===== config.mk =====
export PLATFORM = sky130hd
export DESIGN_NAME = alu_op_sequencer
export DESIGN_NICKNAME = d
export VERILOG_FILES = /design/src/rtl/alu_op_sequencer.sv
export SDC_FILE = /design/constraint.sdc
export NUM_CORES = 1
export LEC_CHECK = 0
export ABC_AREA = 0
export ABC_CLOCK_PERIOD_IN_PS = 1800
export CELL_PAD_IN_SITES_DETAIL_PLACEMENT = 1
export CELL_PAD_IN_SITES_GLOBAL_PLACEMENT = 2
export CORE_AREA = 2 2 314 316
export DETAILED_ROUTE_END_ITERATION = 16
export DIE_AREA = 0 0 316 318
export PLACE_DENSITY_LB_ADDON = 0.12
export SLEW_MARGIN = 20
export SYNTH_ARGS = -nofsm -noshare
export SYNTH_HDL_FRONTEND = slang
export SYNTH_SLANG_ARGS = --single-unit

===== constraint.sdc =====
create_clock -name clk -period 1.8 [get_ports clk]
set_clock_uncertainty 0.1 [all_clocks]
set_input_delay 0.27 -clock clk [delete_from_list [all_inputs] [get_ports clk]]
set_output_delay 0.27 -clock clk [all_outputs]
set_load 0.005 [all_outputs]

===== src/rtl/alu_op_sequencer.sv =====
// Request/response sequencer in front of a combinational ALU; MUL/DIV get a longer execute window.
// Optional op counter enabled by defining ALU_SEQ_STATS_EN.
module alu_op_sequencer #(
    parameter int WIDTH      = 128,
    parameter int MULDIV_LAT = 4
) (
    input  logic             clk,
    input  logic             rst,
    input  logic             in_valid,
    output logic             in_ready,
    input  logic [3:0]       in_opcode,
    input  logic [WIDTH-1:0] in_a,
    input  logic [WIDTH-1:0] in_b,
    input  logic [4:0]       in_shift,
    output logic [3:0]       alu_opcode,
    output logic [WIDTH-1:0] alu_input1,
    output logic [WIDTH-1:0] alu_input2,
    output logic [4:0]       alu_shiftValue,
    input  logic [WIDTH-1:0] alu_result,
    input  logic             alu_carry,
    input  logic             alu_zero,
    input  logic             alu_sign,
    output logic             out_valid,
    input  logic             out_ready,
    output logic [WIDTH-1:0] out_result,
    output logic             out_carry,
    output logic             out_zero,
    output logic             out_sign,
    output logic             out_illegal,
    output logic             out_divzero,
`ifdef ALU_SEQ_STATS_EN
    output logic [31:0]      op_count,
`endif
    output logic             busy
);

    // state | meaning
    // IDLE  | waiting for a request, in_ready high
    // EXEC  | ALU operands held, counter running down to the capture cycle
    // DONE  | response held until out_ready; a new request may be taken here
    typedef enum logic [1:0] {IDLE, EXEC, DONE} state_t;

    localparam logic [3:0] OP_MUL      = 4'd2;
    localparam logic [3:0] OP_DIV      = 4'd6;
    localparam logic [3:0] LOAD_MULDIV = 4'(MULDIV_LAT - 1);

    state_t     state;
    logic [3:0] cnt;
    logic       accept;

    always_comb begin
        in_ready = 1'b0;
        case (state)
            IDLE:    in_ready = 1'b1;
            DONE:    in_ready = out_ready;
            default: in_ready = 1'b0;
        endcase
    end

    assign accept = in_valid & in_ready;
    assign busy   = (state != IDLE);

    always_ff @(posedge clk) begin
        if (rst) begin
            state          <= IDLE;
            cnt            <= '0;
            alu_opcode     <= '0;
            alu_input1     <= '0;
            alu_input2     <= '0;
            alu_shiftValue <= '0;
            out_valid      <= 1'b0;
            out_result     <= '0;
            out_carry      <= 1'b0;
            out_zero       <= 1'b0;
            out_sign       <= 1'b0;
            out_illegal    <= 1'b0;
            out_divzero    <= 1'b0;
        end else begin
            case (state)
                EXEC: begin
                    if (cnt != 4'd0) begin
                        cnt <= cnt - 4'd1;
                    end else begin
                        out_result  <= alu_result;
                        out_carry   <= alu_carry;
                        out_zero    <= alu_zero;
                        out_sign    <= alu_sign;
                        out_illegal <= (alu_opcode >= 4'd12);
                        out_divzero <= (alu_opcode == OP_DIV) && (alu_input2 == '0);
                        out_valid   <= 1'b1;
                        state       <= DONE;
                    end
                end
                DONE: begin
                    if (out_ready) begin
                        out_valid <= 1'b0;
                        state     <= IDLE;
                    end
                end
                default: ;
            endcase
            // Acceptance overrides the DONE->IDLE move so back-to-back ops skip the idle cycle.
            if (accept) begin
                alu_opcode     <= in_opcode;
                alu_input1     <= in_a;
                alu_input2     <= in_b;
                alu_shiftValue <= in_shift;
                cnt            <= (in_opcode == OP_MUL || in_opcode == OP_DIV) ? LOAD_MULDIV : 4'd0;
                state          <= EXEC;
            end
        end
    end

`ifdef ALU_SEQ_STATS_EN
    always_ff @(posedge clk) begin
        if (rst)
            op_count <= '0;
        else if (out_valid && out_ready)
            op_count <= op_count + 32'd1;
    end
`endif

endmodule


==> impl_metrics.env <==
export IMPL_avgSynthCellArea_sq_um=7.89
export IMPL_cts_buffers=55
export IMPL_layout_common_cells="nand2_1, clkdlybuf4s50_1, dlygate4sd2_1, dfxtp_1, a21oi_1"
export IMPL_power_density_nw_per_um2=931
export IMPL_antenna_found_initial=20
export IMPL_clk_pin_slew_worst_paths_ns=0.05
export IMPL_viasPerCell=3.97
export IMPL_critical_path_required_ns=2.24
export IMPL_drt_initial_drc_count=455
export IMPL_violations="negative setup slack"
export IMPL_preCtsSetupSlack_ns=-0.731
export IMPL_grt_pass1_vias=16827
export IMPL_start_util=0.147
export IMPL_rsz0062_at_grt="true"
export IMPL_rr_endpoint="alu_input2[84]"
export IMPL_grt_max_degree=115
export IMPL_drc_errors=0
export IMPL_die_y_microns=318
export IMPL_postRouteAntennaNets=0
export IMPL_hold_end="out_result[74]"
export IMPL_design_die_area_sq_um=100000
export IMPL_clk_root_buffer_cell="clkbuf_16"
export IMPL_grt_usage=0.159
export IMPL_drv_cap=0
export IMPL_synth_distinct_cells=27
export IMPL_synth_top_area_share=0.566
export IMPL_cts_max_level=2
export IMPL_crit_type="reg2reg"
export IMPL_rows=115
export IMPL_total_power_mw=27.0
export IMPL_critPathMaxFanout=11
export IMPL_port_buffers=800
export IMPL_vdd_drop_max_mv=0.685
export IMPL_p_leak_nw=12.5
export IMPL_dieWidth_microns=316
export IMPL_synth_area_sq_um=14300
export IMPL_drt_pass1_iterations=4
export IMPL_worst_setup_path_start_kind="flip-flop"
export IMPL_worstHoldPathCells=3
export IMPL_r2r_cells=10
export IMPL_timing_rr_start="state[1]"
export IMPL_worstPathArrival_ns=2.35
export IMPL_routedWlPerCell_microns=22.3
export IMPL_period_needed_ns=1.91
export IMPL_synthTopCellsByArea="dfxtp_1, nand2_1, a21oi_1, clkbuf_1, buf_6"
export IMPL_layout_commonest_cell="nand2_1"
export IMPL_r2r_setup_slack_ns=-0.11
export IMPL_cts_tree="done"
export IMPL_hp_start="alu_result[74]"
export IMPL_setup_slack_ns=-0.112
export IMPL_seq_area_frac_synth=0.566
export IMPL_num_vias=16295
export IMPL_grt_overflow=0
export IMPL_critPathCaptureType="flip-flop"
export IMPL_yosys_warnings=0
export IMPL_synthesis_nets=2218
export IMPL_drv_slew=0
export IMPL_setup_viol=142
export IMPL_status="finished, violations left"
export IMPL_tightest_slew_ns=0.770
export IMPL_cts_sinks=405
export IMPL_max_slew_margin=0.487
export IMPL_hold_viol=0
export IMPL_hold_path_class="in2reg"
export IMPL_core_sq_um=97400
export IMPL_gp_congestion=0.760
export IMPL_nets=3175
export IMPL_syn_to_final_growth_pct=103
export IMPL_grt_pass1_wl_mm=118
export IMPL_finalCritPeriodShare=1.06
export IMPL_fmax_mhz=523
export IMPL_finalWirelength_mm=91.5
export IMPL_ys_ff_latch=405
export IMPL_syn_inst=1816
export IMPL_dp_hpwl_mm=63.9
export IMPL_drive_gt1_frac=0.224
export IMPL_yosysTopAreaCell="dfxtp_1"
export IMPL_cts_buffer_depth=3
export IMPL_clock_latency_ns=0.63
export IMPL_final_core_util=0.298
export IMPL_ios=801
[critical path: stages, from the launching register on]
cell	delay (ns)
dfxtp_4	0.37
buf_6	0.12
a21oi_4	0.14
buf_6	0.11
and2_4	0.20
buf_12	0.16
buf_12	0.12
clkbuf_16	0.15
clkbuf_16	0.16
nand2_1	0.06
a21oi_1	0.12
[power by group]
| part | internal, mW | leakage, nW | total, mW | switching, mW |
|---|---|---|---|---|
| Combinational | 3.26 | 8.29 | 6.15 | 2.89 |
| Clock | 6.42 | 0.855 | 10.8 | 4.43 |
| Sequential | 9.64 | 3.34 | 10.0 | 0.394 |
[kinds of logic after synthesis]
group / count (synthesis) / synth area share
flip-flops: 405 / 0.566
adder cells (fa/ha/maj): 2 / 0.00175
XOR/XNOR: 3 / 0.00183
AO/OA/AOI/OAI: 406 / 0.142
buffers and inverters: 137 / 0.0521
AND/OR/NAND/NOR: 863 / 0.236
[final cells by class]
type	instances	area (sq um)
fill	11261	68400
timing repair buffer	1032	10700
sequential	405	8190
multi-input combinational	1275	6720
clock buffer	81	1620
tap	1287	1610
clock inverter	11	123
antenna	9	22.5
inverter	4	15.0
[per-stage QoR]
step | hold WS (ns) | instance area [sq um] | TNS [ns] | instances
after floorplan | 0.306 | 14300 | 0 | 1816
after global placement | 0.341 | 24900 | -60.45 | 3930
after detailed placement | 0.346 | 24900 | -61.56 | 3930
after CTS | 0.0147 | 26400 | -0.495 | 4028
after global routing | 0.0431 | 29000 | -34.28 | 4100
final | 0.0798 | 29000 | -5.03 | 4104
[how the worst max path moves through the flow]
stage              startpoint         endpoint  slack [ns]  cells past startpoint
6_report             state[1]   alu_input2[84]       -0.11                     10
5_1_grt         alu_opcode[3]      out_divzero       -0.27                      8
4_1_cts        alu_input2[42]      out_divzero       -0.27                      7
3_5_place_dp   alu_input2[76]      out_divzero       -0.73                      9
3_3_place_gp   alu_input2[76]      out_divzero       -0.73                      9
2_1_floorplan          cnt[0]  out_result[100]        0.15                      8
[synth_stat cells]
cell type and number:
buf_4 10, nand2_2 1, nand4_1 9, nor3b_2 1, ha_1 2, nor4_1 33, nand2_1 801, xor2_1 2
nor3_1 5, nor2_1 5, or2_2 1, a21o_1 1, nor2b_1 1, nand3b_1 1, buf_6 22, inv_1 4
xnor2_1 1, clkbuf_1 76, o21ai_0 2, a21oi_2 1, nand3_1 2, buf_2 23, nand2b_1 2, dfxtp_1 405
and2_1 1, a21oi_1 402, buf_1 2
[sequential cells by signal, summed over array words and instances (netlist names)]
| name | cells |
|---|---|
| alu_input1 | 128 |
| alu_input2 | 128 |
| out_result | 128 |
| alu_shiftValue | 5 |
| alu_opcode | 4 |
| cnt | 4 |
| state | 2 |
| out_carry | 1 |
| out_divzero | 1 |
| out_illegal | 1 |
| out_sign | 1 |
| out_valid | 1 |
| out_zero | 1 |
[repair_timing]
| item | CTS | global route |
|---|---|---|
| setup buffers | 5 | 18 |
| pin swaps | 1 | 134 |
| setup endpoints to repair | 404 | 332 |
| hold endpoints to repair | 9 | 0 |
| hold buffers | 1 | 0 |
| resized for setup | 542 | 360 |
| gates cloned | 0 | 49 |
[layer usage]
layer  part of all wire  GRT usage  vias up
met4              0.018     0.0398       22
li1                   -          -     7851
met2               0.50      0.286      546
met3               0.10     0.0779      110
met5             0.0016          0        -
met1               0.38      0.163     7766
Power figures use the tool's default switching activity.
